<file path="src/rtl/pe_arr_seq.sv">
// pe_arr_seq: sequencer for one matrix pass on the PE_ARR systolic array.
// Handles clear, operand feed, skew tail, drain and the completion pulse.
module pe_arr_seq #(
    parameter int ROWS      = 16,
    parameter int COLS      = 16,
    parameter int KW        = 16,
    parameter int AW        = 10,
    parameter int DRAIN_CYC = 17
) (
    input  logic            clk,
    input  logic            rstn,
    input  logic            start,
    input  logic [KW-1:0]   k_len,
    input  logic [AW-1:0]   base_addr,
    input  logic            abort,
    output logic            busy,
    output logic            done,
    output logic            acc_clr,
    output logic            fire,
    output logic            rd_en,
    output logic [AW-1:0]   rd_addr,
    output logic [ROWS-1:0] lane_mask_a,
    output logic [COLS-1:0] lane_mask_w
);

    typedef enum logic [2:0] {
        S_IDLE,
        S_CLEAR,
        S_FEED,
        S_SKEW,
        S_DRAIN,
        S_DONE
    } state_t;

    localparam int SKEW_LEN = ROWS + COLS - 2;
    localparam int DW       = (DRAIN_CYC > 1) ? $clog2(DRAIN_CYC) : 1;
    localparam int DLAST    = (DRAIN_CYC > 0) ? DRAIN_CYC - 1 : 0;

    // Where the pass goes once the skew tail is finished.
    localparam state_t POST_SKEW = (DRAIN_CYC > 0) ? S_DRAIN : S_DONE;

    state_t          state_q;
    state_t          state_n;
    logic [KW-1:0]   k_q;
    logic [AW-1:0]   addr_q;
    logic [KW:0]     s_q;
    logic [DW-1:0]   d_q;

    logic            feed_last;
    logic            skew_last;
    logic            drain_last;
    logic            step_q;
    logic            step_n;
    logic [AW-1:0]   off_v;
    logic [AW-1:0]   addr_v;
    logic [ROWS-1:0] mask_a_v;
    logic [COLS-1:0] mask_w_v;

    assign feed_last  = (s_q + (KW+1)'(1)) == {1'b0, k_q};
    assign skew_last  = ({1'b0, s_q} + (KW+2)'(1))
                        == ({2'b0, k_q} + (KW+2)'(SKEW_LEN));
    assign drain_last = d_q == DW'(DLAST);
    assign step_q     = (state_q == S_FEED) || (state_q == S_SKEW);
    assign step_n     = (state_n == S_FEED) || (state_n == S_SKEW);

    // Next-state logic; abort overrides everything outside IDLE.
    always_comb begin
        state_n = state_q;
        unique case (state_q)
            S_IDLE:  if (start && !abort) state_n = S_CLEAR;
            S_CLEAR: state_n = (k_q != '0) ? S_FEED : S_DONE;
            S_FEED: begin
                if (feed_last)
                    state_n = (SKEW_LEN > 0) ? S_SKEW : POST_SKEW;
            end
            S_SKEW:  if (skew_last) state_n = POST_SKEW;
            S_DRAIN: if (drain_last) state_n = S_DONE;
            S_DONE:  state_n = S_IDLE;
            default: state_n = S_IDLE;
        endcase
        if (abort && (state_q != S_IDLE))
            state_n = S_IDLE;
    end

    // State, command latch, step and drain counters.
    always_ff @(posedge clk or negedge rstn) begin
        if (!rstn) begin
            state_q <= S_IDLE;
            k_q     <= '0;
            addr_q  <= '0;
            s_q     <= '0;
            d_q     <= '0;
        end else begin
            state_q <= state_n;
            if ((state_q == S_IDLE) && (state_n == S_CLEAR)) begin
                k_q    <= k_len;
                addr_q <= base_addr;
            end
            s_q <= (step_q && step_n) ? s_q + (KW+1)'(1) : '0;
            d_q <= ((state_q == S_DRAIN) && (state_n == S_DRAIN))
                   ? d_q + DW'(1) : '0;
        end
    end

    // Feed address walks from base; the skew tail keeps the last one.
    always_comb begin
        off_v  = (state_q == S_FEED) ? AW'(s_q) : AW'(k_q) - AW'(1);
        addr_v = addr_q + off_v;
    end

    // Lane i is live while its skewed copy of the K-vector stream passes.
    always_comb begin
        mask_a_v = '0;
        mask_w_v = '0;
        for (int i = 0; i < ROWS; i++) begin
            mask_a_v[i] = ({1'b0, s_q} >= (KW+2)'(i))
                && ({1'b0, s_q} < ({2'b0, k_q} + (KW+2)'(i)));
        end
        for (int j = 0; j < COLS; j++) begin
            mask_w_v[j] = ({1'b0, s_q} >= (KW+2)'(j))
                && ({1'b0, s_q} < ({2'b0, k_q} + (KW+2)'(j)));
        end
    end

    // Output decode from registered state and counters only.
    always_comb begin
        busy        = 1'b0;
        done        = 1'b0;
        acc_clr     = 1'b0;
        fire        = 1'b0;
        rd_en       = 1'b0;
        rd_addr     = '0;
        lane_mask_a = '0;
        lane_mask_w = '0;
        unique case (state_q)
            S_CLEAR: begin
                busy    = 1'b1;
                acc_clr = 1'b1;
            end
            S_FEED: begin
                busy        = 1'b1;
                fire        = 1'b1;
                rd_en       = 1'b1;
                rd_addr     = addr_v;
                lane_mask_a = mask_a_v;
                lane_mask_w = mask_w_v;
            end
            S_SKEW: begin
                busy        = 1'b1;
                fire        = 1'b1;
                rd_addr     = addr_v;
                lane_mask_a = mask_a_v;
                lane_mask_w = mask_w_v;
            end
            S_DRAIN: busy = 1'b1;
            S_DONE:  done = 1'b1;
            default: ;
        endcase
    end

endmodule
</file>
<file path="config.mk">
export PLATFORM = sky130hd
export DESIGN_NAME = pe_arr_seq
export DESIGN_NICKNAME = d
export VERILOG_FILES = /design/src/rtl/pe_arr_seq.sv
export SDC_FILE = /design/constraint.sdc
export NUM_CORES = 1
export LEC_CHECK = 0
export BUFFER_PORTS_ARGS = -buffer_cell sky130_fd_sc_hd__buf_2
export CAP_MARGIN = 20
export CORE_MARGIN = 8
export CORE_UTILIZATION = 25
export DETAILED_ROUTE_END_ITERATION = 8
export PLACE_DENSITY = 0.5
export SLEW_MARGIN = 0
export SYNTH_ARGS = -nofsm -noshare
export SYNTH_HDL_FRONTEND = slang
export SYNTH_SLANG_ARGS = --single-unit
</file>
<file path="constraint.sdc">
create_clock -name clk -period 5.2 [get_ports clk]
set_input_delay 1.04 -clock clk [delete_from_list [all_inputs] [get_ports clk]]
set_output_delay 1.04 -clock clk [all_outputs]
set_load 0.01 [all_outputs]
</file>
==> results.py <==
metrics = {
    "global_routing": {
        "grt_max_degree": 52,
        "grt.overflow.total": 0,
        "grt_pass1_vias": 11600,
        "antenna_found_initial": 0,
        "grtUsageTotal_pct": 17.7,
        "grt_pass1_wl_um": 73100,
    },
    "drt": {
        "first_pass_iters": 5,
        "drt_wl_total_um": 48800,
        "ant_nets": 0,
        "vias": 11300,
        "vias_per_cell": 5.28,
        "post_drt_wl_per_cell_um": 22.8,
        "drcViolationCount": 0,
        "drt_iter0_drc": 820,
    },
    "sta": {
        "tightest_slew_ns": 1.03,
        "rsz0062_at_grt": "no",
        "finalClockSkew_ns": 0.00465,
        "min_period_over_period_pct": 97.3,
        "slew_headroom_pct": 30.9,
        "setup_viol": 0,
        "hold_viol": 0,
        "tns_ns": 0,
        "slew_viol_final": 0,
        "clock.fmax_mhz": 198,
        "period_minus_slack_ns": 5.06,
    },
    "clock_tree": {
        "root_buffer": "clkbuf_16",
        "numCtsBuffers": 5,
        "clock_latency_ns": 0.29,
        "cts.clk_slew.worst_paths_ns": 0.07,
        "cts.sinks": 51,
        "cts_htree_levels": 2,
        "tritoncts": "built",
        "clk_path_buf_depth": 2,
    },
    "synthesis": {
        "synth_nets": 1755,
        "synth_edf_count": 0,
        "synthDominantCellAreaShare_pct": 28.1,
        "ys_ff_latch": 51,
        "ys.flop_type": "dfrtp_1",
        "avgSynthCellArea_um2": 8.12,
        "synth.top_cells.by_area": "ha_1 (28%), xnor2_1 (16%), dfrtp_1 (11%)",
        "synthTopCellsByCount": "ha_1 (266), xnor2_1 (222), nor2_1 (155)",
        "synth_area_mm2": 0.0118,
        "synth_area_leader_cell": "ha_1",
        "synth.distinct_cells": 68,
        "postSynth.asyncResetShare_pct": 100,
        "syn_inst": 1458,
        "synth_warnings": 0,
        "seq_area_frac_synth_pct": 10.8,
        "yosysMostFrequentCell": "ha_1",
    },
    "hold_path": {
        "min_path_cells": 1,
        "hold-path-endpoint": "d_q[0]$_DFF_PN0_",
        "worstHoldPathType": "reg2reg",
        "hp-start": "d_q[0]$_DFF_PN0_",
    },
    "critical_path": {
        "reg2reg_depth": 10,
        "required_ns": 4.16,
        "crit_path_end_kind": "primary output",
        "r2r-end": "s_q[9]$_DFF_PN0_",
        "start_kind": "flip-flop",
        "worst-path-max-fanout": 15,
        "cpPeakStageDelay_ns": 0.56,
        "r2r_start": "s_q[3]$_DFF_PN0_",
        "r2r_slack_ns": 1.35,
        "crit_type": "reg2out",
        "path_cells": "buf_4 > nand4_1 > or2_1 > nor3_1 > xnor2_1 > ha_1 > a21o_1 > a2111oi_0 > o21ai_0 > a21oi_1 > buf_2",
        "crit_arrival_ns": 4.02,
        "slowest_stage": "a2111oi_0",
    },
    "final_layout": {
        "syn_to_final_growth_pct": 12.6,
        "design_area_mm2": 0.0133,
        "fin_cells": 2138,
        "drive_gt1_share_pct": 13.5,
        "multiInputGateArea_mm2": 0.00995,
        "diodes": 0,
        "nFillCells": 5036,
        "nets": 1827,
        "regArea_mm2": 0.00128,
    },
    "placed_design": {
        "place_inst": 2127,
        "portBuffers": 76,
        "placed_area_mm2": 0.0131,
        "post-dp-hpwl_um": 37400,
        "routabilityCongestion": 0.942,
    },
    "power_and_ir_drop": {
        "p_leak_nw": 6.40,
        "ir_worst_vdd_v": 0.000195,
        "power_density_mw_per_mm2": 286,
        "total_power_w": 0.00381,
    },
    "floorplan": {
        "start_util_pct": 25.4,
        "core_mm2": 0.0467,
        "num_rows": 79,
        "die_w_um": 234,
        "io_pins": 77,
        "die_area_mm2": 0.0546,
        "die_h_um": 234,
    },
    "run": {
        "maxCapViolCount": 0,
    },
    "run_status": {
        "outcome": "complete, no violations",
    },
}
-- sequential cells by signal, summed over array words and instances (netlist names) --
name	count
addr_q	10
d_q	5
k_q	16
s_q	17
state_q	3
-- per-layer routing --
layer / wire length [um] / vias up / track usage [%]
met5: 0 / - / 0
met4: 1890 / 0 / 6.84
met3: 2810 / 111 / 2.23
li1: - / 5301 / -
met1: 21700 / 5470 / 23.2
met2: 22400 / 413 / 29.3
-- worst max-delay path by stage --
| stage | startpoint | endpoint | slack, ns | cells after the start |
|---|---|---|---|---|
| after detailed placement | k_q[8]$_DFFE_PN0P_ | lane_mask_a[5] | 0.23 | 12 |
| final | k_q[8]$_DFFE_PN0P_ | lane_mask_w[12] | 0.14 | 11 |
| after global routing | k_q[8]$_DFFE_PN0P_ | lane_mask_w[12] | 0.03 | 11 |
| after CTS | k_q[4]$_DFFE_PN0P_ | lane_mask_a[5] | 0.02 | 11 |
| after global placement | k_q[8]$_DFFE_PN0P_ | lane_mask_a[5] | 0.26 | 12 |
| after floorplan | k_q[3]$_DFFE_PN0P_ | rd_addr[9] | 0.73 | 17 |
-- cell families (layout without fill, tap and decap cells) --
group / Yosys count / after routing / synth area share (%)
AND/OR/NAND/NOR: 422 / 422 / 17.5
AO/OA/AOI/OAI: 301 / 301 / 16.5
adder cells (fa/ha/maj): 267 / 267 / 28.3
XOR/XNOR: 244 / 244 / 18.9
buffers and inverters: 144 / 217 / 5.30
flip-flops: 51 / 51 / 10.8
multiplexers: 29 / 29 / 2.75
-- per-stage QoR --
step | utilization (%) | worst slack [ns] | hold WS (ns)
finish | 28.6 | 0.143 | 0.498
global route | 28.6 | 0.0281 | 0.531
CTS | 28.5 | 0.0181 | 0.498
detailed placement | 28.1 | 0.232 | 0.487
global placement | 28.1 | 0.259 | 0.475
floorplan | - | 0.734 | 0.454
-- worst max-delay path: cells and delay by family, from the launching register on --
family                     cells  cell delay, ns
xor gates and xnor gates       1            0.10
buffers and inverters          2            0.58
and+or+nand+nor                3            1.07
AOI/OAI and AO/OA              4            1.23
DFF                            1            0.52
adders and majority gates      1            0.19
-- cell type report --
cell class                      instances  area share [%]
Inverter                               61            1.72
Timing Repair Buffer                  148            7.06
Multi-Input combinational cell       1263            74.6
Clock inverter                          2           0.291
Sequential cell                        51            9.59
Tap cell                              607            5.70
Clock buffer                            6            1.04
-- cells in the final DEF (no fill, tap or decap), types with 6 or more instances in the layout --
| master | Yosys | routed |
|---|---|---|
| o21a_1 | 10 | 10 |
| a2111oi_0 | 19 | 18 |
| buf_2 | 12 | 76 |
| a31oi_1 | 17 | 17 |
| xnor3_1 | 7 | 7 |
| nand2b_1 | 21 | 21 |
| o21ai_0 | 64 | 64 |
| nand2_1 | 85 | 85 |
| nand4_1 | 31 | 31 |
| a21oi_1 | 73 | 71 |
| xor2_1 | 14 | 14 |
| ha_1 | 266 | 266 |
| nor3_1 | 34 | 34 |
| nor2b_1 | 13 | 13 |
| and3_1 | 6 | 6 |
| nor4_1 | 13 | 13 |
| xnor2_1 | 222 | 222 |
| buf_4 | 17 | 69 |
| a21o_1 | 66 | 66 |
| nor2_1 | 155 | 155 |
| a211oi_1 | 21 | 21 |
| mux2_2 | 27 | 27 |
| o2111ai_1 | 7 | 7 |
| nand3_1 | 34 | 34 |
| dfrtp_1 | 51 | 49 |
| inv_1 | 55 | 55 |
-- power breakdown --
part           switching, W  internal (W)
Combinational       0.00173       0.00114
Sequential        0.0000890      0.000454
Clock              0.000158      0.000242
Total               0.00197       0.00183
-- timing repair --
item,in CTS,in global routing
hold buffers,0,0
resized for setup,1,7
setup buffers,3,0
pin swaps,0,0
setup endpoints to repair,6,18
No activity file was read; power rests on OpenSTA's default activity.
